## src/rtl/l_writer.sv

```systemverilog
// Column-stream transmitter for L glyphs: emits one blank lead column, then
// 111/001/000 per letter, with optional inter-letter gap columns.
module l_writer #(
  parameter int W = 4
) (
  input  logic         clk,
  input  logic         restart_n,
  input  logic         start,
  input  logic [W-1:0] count,
  input  logic         pause,
  output logic [2:0]   bits,
  output logic         busy,
  output logic         done,
  output logic [W-1:0] sent
);

  typedef enum logic [2:0] {
    IDLE = 3'd0,
    LEAD = 3'd1,
    COL1 = 3'd2,
    COL2 = 3'd3,
    COL3 = 3'd4,
    GAP  = 3'd5
  } state_t;

  state_t       state;
  state_t       nxt;
  logic [W-1:0] remaining;

  function automatic logic [2:0] col_of(input state_t s);
    case (s)
      COL1:    col_of = 3'b111;
      COL2:    col_of = 3'b001;
      default: col_of = 3'b000;
    endcase
  endfunction

  always_comb begin
    nxt = state;
    case (state)
      IDLE: if (start && (count != '0)) nxt = LEAD;
      LEAD: nxt = COL1;
      COL1: nxt = COL2;
      COL2: nxt = COL3;
      // Only the end column of a letter may be followed by gap columns.
      COL3: begin
        if (remaining == W'(1)) nxt = IDLE;
        else if (pause)         nxt = GAP;
        else                    nxt = COL1;
      end
      GAP:  if (!pause) nxt = COL1;
      default: nxt = IDLE;
    endcase
  end

  // Outputs are registered from the next state so they line up with it.
  always_ff @(posedge clk) begin
    if (!restart_n) begin
      state     <= IDLE;
      bits      <= 3'b000;
      busy      <= 1'b0;
      done      <= 1'b0;
      sent      <= '0;
      remaining <= '0;
    end else begin
      state <= nxt;
      bits  <= col_of(nxt);
      busy  <= (nxt != IDLE);
      done  <= (nxt == COL3) && (remaining == W'(1));
      if (state == IDLE && nxt == LEAD) begin
        remaining <= count;
        sent      <= '0;
      end else if (state == COL3) begin
        remaining <= remaining - W'(1);
        sent      <= sent + W'(1);
      end
    end
  end

endmodule

```

## config.mk

```make
export PLATFORM = sky130hd
export DESIGN_NAME = l_writer
export DESIGN_NICKNAME = d
export VERILOG_FILES = /design/src/rtl/l_writer.sv
export SDC_FILE = /design/constraint.sdc
export NUM_CORES = 1
export LEC_CHECK = 0
export CAP_MARGIN = 20
export CORE_MARGIN = 3
export CORE_UTILIZATION = 50
export DETAILED_ROUTE_END_ITERATION = 12
export GPL_TIMING_DRIVEN = 0
export PLACE_DENSITY = 0.85
export SLEW_MARGIN = 0
export SYNTH_ARGS = -nofsm -noshare
export SYNTH_HDL_FRONTEND = slang
export SYNTH_SLANG_ARGS = --single-unit
```

## constraint.sdc

```tcl
create_clock -name clk -period 4.4 [get_ports clk]
set_input_delay 0.88 -clock clk [delete_from_list [all_inputs] [get_ports clk]]
set_output_delay 0.88 -clock clk [all_outputs]
set_load 0.01 [all_outputs]
```

==> results of run 1 <==
[registers in the layout (all words and copies together) (netlist names)]
name / cells
remaining: 4
sent: 4
done: 1
state: 3
bits: 2
busy: 1
[worst paths after layout]
path,endpoint
worst min-delay path,sent[1]
worst min register to register,sent[1]
worst max-delay path,busy
worst max register to register,bits[1]
[cells in the final DEF, fill, tap and decap left out, types with 2 or more instances in the layout]
cell type / netlist / final
nor4_1: 2 / 2
ha_1: 3 / 3
dfxtp_1: 15 / 15
xor2_1: 3 / 3
a21oi_1: 5 / 5
xnor2_1: 4 / 4
buf_4: 3 / 3
nand2_1: 8 / 8
nor2_1: 8 / 8
clkdlybuf4s50_1: 0 / 16
nand4_1: 2 / 2
nor2b_1: 4 / 4
inv_1: 4 / 4
clkbuf_4: 0 / 3
o21ai_0: 4 / 4
[area by class of cell]
class | count | area [µm²] | area share (%)
plain buffers | 4 | 33.8 | 3.61
flip-flops and latches | 15 | 300 | 32.1
well taps | 15 | 18.8 | 2.01
inverters | 4 | 15.0 | 1.61
clock inverters | 1 | 5.00 | 0.535
multi-input cells | 55 | 379 | 40.6
clock buffers | 3 | 22.5 | 2.41
repair buffers | 16 | 160 | 17.1
[power by group through the flow]
| stage | registers, µW | logic (µW) | clock network [µW] |
|---|---|---|---|
| 2_1_floorplan | 200 | 135 | 0 |
| 3_3_place_gp | 194 | 205 | 0 |
| 3_5_place_dp | 196 | 209 | 0 |
| 4_1_cts | 193 | 210 | 82.3 |
| 5_1_grt | 196 | 230 | 87.8 |
| 6_report | 192 | 209 | 79.7 |
[cells in the mapped netlist]
| master | count | area (µm²) |
|---|---|---|
| nand4b_1 | 1 | 8.76 |
| nor4_4 | 1 | 21.3 |
| nor2_1 | 8 | 30.0 |
| nand4_1 | 2 | 12.5 |
| nor4_1 | 2 | 12.5 |
| nor3b_2 | 1 | 12.5 |
| nor2b_1 | 4 | 25.0 |
| o31ai_1 | 1 | 7.51 |
| xnor2_1 | 4 | 35.0 |
| nor4b_1 | 1 | 8.76 |
| o31a_1 | 1 | 8.76 |
| a21oi_1 | 5 | 25.0 |
| a32oi_1 | 1 | 8.76 |
| o21ai_0 | 4 | 20.0 |
| nor3_1 | 1 | 5.00 |
| nand2_1 | 8 | 30.0 |
| buf_4 | 3 | 22.5 |
| ha_1 | 3 | 37.5 |
| and4b_4 | 1 | 13.8 |
| xor2_1 | 3 | 26.3 |
| buf_6 | 1 | 11.3 |
| mux2i_1 | 1 | 10.0 |
| inv_1 | 4 | 15.0 |
| or4_4 | 1 | 11.3 |
| dfxtp_1 | 15 | 300 |
| or3b_1 | 1 | 8.76 |
[per-layer routing]
metal / up-vias / share of wire [%]
met5: - / 0
met4: 0 / 2.9
met3: 5 / 5.5
met2: 19 / 50
met1: 292 / 42
li1: 313 / -
[through the flow]
stage	instances	setup slack, ns	utilization [%]
2_1_floorplan	78	2.37	-
3_3_place_gp	109	1.90	68.0
3_5_place_dp	109	1.89	68.0
4_1_cts	113	2.20	70.1
5_1_grt	113	2.11	70.1
6_report	113	2.20	70.1
[cells by family (layout without fill, tap and decap cells)]
kind of cell / count (synthesis) / count (layout)
simple gates: 32 / 32
flops: 15 / 15
compound gates: 12 / 12
buf+inv: 8 / 28
xor+xnor: 7 / 7
fa+ha+maj: 3 / 3
mux: 1 / 1
[critical path, stage by stage]
cell	delay, ns
clkdlybuf4s50_1	0.41
or4_4	0.54
and4b_4	0.23
o31ai_1	0.23
nand2_1	0.08
==> results.txt, run 1 <==
status = complete, no violations
DR iter-0 viols = 9
#FFs+latches synth = 15
share of cells above drive strength 1 = 12.2%
Clk pwr share = 16.6%
total routed wirelength = 1330 µm
final period utilization = 49.9%
HPWL Detailed = 1020 µm
CP Data Required Time = 4.57 ns
Max IR drop VDD = 0.000280 V
GRT met3 Usage = 4.88%
Critical R2R Launch = remaining[0]
Final min period = 2.20 ns
number of buffers created by CTS = 3
Filler Cell Count = 112
Post-route DRC = 0
cell count after synthesis = 78
Least-Margin Pin Slew = 0.447 ns
HP Class = flip-flop to flip-flop
grt total ovfl = 0
M2 GR Usage = 25.0%
die area = 1950 µm²
Critical Path AT = 2.37 ns
Worst Setup Path Type = primary input to flip-flop
CP startpoint kind = primary input
Post-Synth Simple-Gate Area = 27.5%
GRT Overall Usage = 15.7%
Die Ht = 44.2 µm
final hold viol count = 0
Fin Setup TNS = 0 ns
Pins Over Slew Limit = 0
flop-to-flop setup slack = 2.70 ns
Final nets = 110
Ys Warns = 0
P per Cell Area = 515 nW/µm²
Ant. Diodes = 0
Setup Skew = 0.00313 ns
largest family of logic cells by synthesized area = simple AND/OR/NAND/NOR gates
DR vias = 629
area growth from synthesis to layout = 28.4%
vias in the first global route = 542
max-cap viol count = 0
Leak = 0.000358 µW
Yosys cell types = 26
sequential share of power = 40.0%
# setup viols final = 0
complex-gate fraction of the synthesized area = 9.62%
Crit. End Element = flip-flop
Die Wd = 44.2 µm
routed length per instance = 11.7 µm
Int Pwr = 312 µW
R2R depth = 5
Placer Congestion = 0.785
crit path from = count[0]
CTS Buffer Depth = 2
Setup Fix Bufs, Post-CTS = 0
root buf cell = clkbuf_4
RSZ-0062 raised after global routing = false
count of port buffers added during placement = 16
initial core utilization = 54.6%
first-pass GRT wire length = 2190 µm
initial antenna violation count = 0
crit path max fanout = 3
Resized cells post-CTS = 0
largest net degree at the start of global routing = 10
Std-Cell Rows = 13
Worst-path clk slew = 0.09 ns
Tot Pwr = 481 µW
number of top-level pins = 17
syn nets = 89
Final Cell Area = 935 µm²
post-synthesis sequential area ratio = 41.2%
Routed Antenna Nets = 0
Psw = 170 µW
Post-Syn Area = 728 µm²
mux cell area share after synthesis = 1.37%
Pre-antenna DRT Iters = 4
GR peak layer = met2
Clock Latency Late Sink = 0.29 ns
H-tree depth = 1
Core Box Area = 1330 µm²
Sw Ratio = 35.3%
fmax = 0.455 GHz
area share of fa/ha/maj cells after synthesis = 5.15%
Avg Inst Size Synth = 9.34 µm²
worst relative slew slack = 70.1%
vias per cell = 5.57
met1 Use GR = 17.8%
clock sink count = 15
hold depth = 2
CTS Hold Bufs = 0
xor/xnor cell area share of the yosys netlist = 8.42%
worst hold start = sent[1]
Logic pwr share = 43.5%
CTS tree = built
DP Area = 907 µm²
worst hold margin = 0.502 ns
Power figures use the tool's default switching activity.
==> run 2: changes to the inputs <==
CORE_UTILIZATION = 47   (was 50)
PLACE_DENSITY = 0.81   (was 0.85)
clock period = 2.3 ns   (was 4.4 ns; I/O delays follow)
==> results.txt, run 2 (synthesis gave the netlist of run 1 again) <==
R2R depth = 5
Filler Cell Count = 122
max-cap viol count = 0
count of port buffers added during placement = 16
CTS Hold Bufs = 0
Post-route DRC = 0
Std-Cell Rows = 13
Critical Path AT = 1.95 ns
HP Class = flip-flop to flip-flop
GR peak layer = met2
Leak = 0.000358 µW
worst relative slew slack = 69.6%
crit path max fanout = 3
final core occ = 67.6%
DP Area = 907 µm²
first-pass GRT wire length = 2190 µm
Die Ht = 45.4 µm
DR vias = 601
CTS Buffer Depth = 2
DR iter-0 viols = 10
sequential share of power = 40.5%
Int Pwr = 595 µW
Final min period = 1.80 ns
area growth from synthesis to layout = 28.4%
M2 GR Usage = 24.0%
Pre-antenna DRT Iters = 4
Clock Latency Late Sink = 0.28 ns
CTS tree = built
clock sink count = 15
status = complete, no violations
most frequent cells in the layout = clkdlybuf4s50_1 (16), dfxtp_1 (15), nor2_1 (8), nand2_1 (8), a21oi_1 (5)
Max IR drop VDD = 0.000647 V
Worst Setup Path Type = primary input to flip-flop
CP startpoint kind = primary input
routed length per instance = 11.2 µm
# setup viols final = 0
Psw = 314 µW
crit path from = count[0]
FF+latch area = 300 µm²
largest net degree at the start of global routing = 10
grt total ovfl = 0
hold depth = 2
Resized cells post-CTS = 0
H-tree depth = 1
number of top-level pins = 17
Sw Ratio = 34.5%
Largest regs = remaining (4), sent (4), state (3)
Fin Setup TNS = 0 ns
Slowest-stage cell, CP = or4_4
vias in the first global route = 538
final hold viol count = 0
Die Wd = 45.4 µm
Clk pwr share = 16.1%
Logic pwr share = 43.4%
final period utilization = 78.2%
Tot Pwr = 909 µW
final std cells w/o fill = 113
Critical R2R Launch = remaining[0]
Final Cell Area = 935 µm²
Final nets = 110
Worst-path clk slew = 0.09 ns
cell breakdown of the critical path = clkdlybuf4s50_1, or4_4, and4b_4, o31ai_1, nand2_1
fmax = 0.556 GHz
number of buffers created by CTS = 3
worst hold start = sent[1]
vias per cell = 5.32
root buf cell = clkbuf_4
met1 Use GR = 18.2%
RSZ-0062 raised after global routing = false
CP Data Required Time = 2.45 ns
share of cells above drive strength 1 = 12.2%
Crit. End Element = flip-flop
Inst Count DP = 109
Pins Over Slew Limit = 0
Placer Congestion = 0.791
GRT Overall Usage = 14.8%
HPWL Detailed = 997 µm
Setup Fix Bufs, Post-CTS = 0
Setup Skew = 0.000895 ns
P per Cell Area = 973 nW/µm²
Least-Margin Pin Slew = 0.451 ns
total routed wirelength = 1270 µm
multi-input logic area = 379 µm²
Routed Antenna Nets = 0
commonest non-fill, non-tap cell in the layout = clkdlybuf4s50_1
die area = 2060 µm²
GRT met3 Usage = 3.59%
initial core utilization = 52.7%
Ant. Diodes = 0
Core Box Area = 1380 µm²
initial antenna violation count = 0
slowest stage delay, CP = 0.54 ns
-- run 2: stage by stage --
stage          hold WS, ns  setup slack [ns]
2_1_floorplan        0.508             0.692
3_3_place_gp         0.475             0.202
3_5_place_dp         0.491             0.202
4_1_cts              0.503             0.512
5_1_grt              0.550             0.383
6_report             0.502             0.502
-- run 2: final timing paths --
kind | slack, ns | end
min | 0.50 | sent[1]
max reg2reg | 0.58 | busy
max | 0.50 | busy
min reg2reg | 0.50 | sent[1]
-- run 2: cell type report --
cell class                 instances  share of cell area, %
buffer                             4                   3.61
tap                               15                   2.01
sequential                        15                   32.1
inverter                           4                   1.61
clock inverter                     1                  0.535
timing repair buffer              16                   17.1
clock buffer                       3                   2.41
multi-input combinational         55                   40.6
-- run 2: layer usage --
| layer | up-vias | share of wire (%) |
|---|---|---|
| met5 | - | 0 |
| met4 | 0 | 1.0 |
| met3 | 2 | 5.7 |
| met2 | 16 | 48 |
| met1 | 272 | 46 |
| li1 | 311 | - |
-- run 2: critical path: cells and delay by family --
family	cells	cell delay [ns]
AND/OR/NAND/NOR	3	0.85
buffers and inverters	1	0.41
AO/OA/AOI/OAI	1	0.23
-- run 2: power by group through the flow --
stage               registers, µW  clock network, µW  logic (µW)
floorplan                     383                  0         258
global placement              371                  0         393
detailed placement            375                  0         398
CTS                           369                154         399
global route                  377                166         438
finish                        368                147         394
==> run 3: changes to the inputs <==
clock period = 1.73 ns   (was 2.3 ns; I/O delays follow)
==> results.txt, run 3 (synthesis gave the netlist of run 1 again) <==
status = complete, no violations
Tot Pwr = 1230 µW
Ant. Diodes = 0
cell breakdown of the critical path = clkdlybuf4s50_1, or4_4, and4b_4, o31ai_1, nand2_1
crit path max fanout = 3
HP Class = flip-flop to flip-flop
share of cells above drive strength 1 = 15.2%
root buf cell = clkbuf_4
Largest regs = remaining (4), sent (4), state (3)
Max IR drop VDD = 0.000863 V
Inst Count DP = 109
P per Cell Area = 1300 nW/µm²
Post-route DRC = 0
Routed Antenna Nets = 0
Setup Skew = 0.000492 ns
Pre-antenna DRT Iters = 4
Worst Setup Path Type = primary input to flip-flop
Slowest-stage cell, CP = or4_4
CP Data Required Time = 1.89 ns
# setup viols final = 0
RSZ-0062 raised after global routing = false
count of port buffers added during placement = 16
number of buffers created by CTS = 3
first-pass GRT wire length = 2190 µm
number of top-level pins = 17
pre-CTS WS = -0.254 ns
max-cap viol count = 0
final hold viol count = 0
CTS tree = built
worst relative slew slack = 69.3%
Clock Latency Late Sink = 0.28 ns
routed length per instance = 11.3 µm
largest net degree at the start of global routing = 10
Die Wd = 45.4 µm
Std-Cell Rows = 13
area growth from synthesis to layout = 30.4%
initial core utilization = 52.7%
Filler Cell Count = 120
initial antenna violation count = 0
HPWL Detailed = 997 µm
vias in the first global route = 538
DR iter-0 viols = 11
vias per cell = 5.29
H-tree depth = 1
post-layout worst setup margin = 0.0594 ns
Placer Congestion = 0.791
CP startpoint kind = primary input
fmax = 0.599 GHz
Crit. End Element = flip-flop
Pins Over Slew Limit = 0
final core occ = 68.7%
final std cells w/o fill = 114
slowest stage delay, CP = 0.54 ns
Die Ht = 45.4 µm
Core Box Area = 1380 µm²
die area = 2060 µm²
Fin Setup TNS = 0 ns
CTS Buffer Depth = 2
GRT Overall Usage = 14.8%
Leak = 0.000364 µW
most frequent cells in the layout = clkdlybuf4s50_1 (16), dfxtp_1 (14), nor2_1 (8), nand2_1 (8), a21oi_1 (5)
Least-Margin Pin Slew = 0.459 ns
Final nets = 111
Critical Path AT = 1.83 ns
final period utilization = 96.6%
Worst-path clk slew = 0.09 ns
clock sink count = 15
commonest non-fill, non-tap cell in the layout = clkdlybuf4s50_1
Final min period = 1.67 ns
grt total ovfl = 0
DR vias = 603
total routed wirelength = 1280 µm
[run 3: changes by cell type in the layout (fill, tap and decap cells not counted), sizes merged]
cell,delta
buf,+1
[run 3: path summary, 6_finish.rpt]
| kind | from | endpoint | slack (ns) | cells past startpoint |
|---|---|---|---|---|
| max | count[0] | busy | 0.06 | 5 |
| min | sent[1] | sent[1] | 0.50 | 2 |
| min reg2reg | sent[1] | sent[1] | 0.50 | 2 |
| max reg2reg | remaining[1] | bits[1] | 0.17 | 6 |
[run 3: power by group]
part	leakage (µW)	total, µW	internal, µW	switching [µW]
logic	0.000224	543	287	256
clock network	0.0000177	197	85.8	111
registers	0.000123	494	434	60.4
[run 3: layout make-up]
| type | count | area, µm² | share of cell area (%) |
|---|---|---|---|
| clock inverters | 1 | 5.00 | 0.527 |
| clock buffers | 3 | 22.5 | 2.37 |
| flip-flops and latches | 15 | 302 | 31.8 |
| well taps | 15 | 18.8 | 1.98 |
| multi-input cells | 55 | 385 | 40.6 |
| plain buffers | 4 | 33.8 | 3.56 |
| repair buffers | 17 | 168 | 17.7 |
| inverters | 4 | 15.0 | 1.58 |
[run 3: layer usage]
layer  track usage, %  wire length [µm]  part of all wire, %
met1             18.2               583                   45
met2             24.0               617                   48
met3             3.59                69                  5.4
met4             7.02                13                  1.0
met5                0                 0                    0
[run 3: critical path, delay by kind of cell]
family                 cells  cell delay (ns)
AOI/OAI and AO/OA          1             0.23
buffers and inverters      1             0.41
and+or+nand+nor            3             0.85
[run 3: metrics by stage]
stage                     cell area (µm²)  hold slack (ns)
after global placement                907            0.475
after detailed placement              907            0.491
after floorplan                       728            0.474
final                                 950            0.504
after CTS                             935            0.503
after global routing                  950            0.550
[run 3: timing repair]
item	4_1_cts	5_1_grt
gates resized for setup	0	3
hold buffers	0	0
setup endpoints to repair	0	9
buffers inserted	0	1
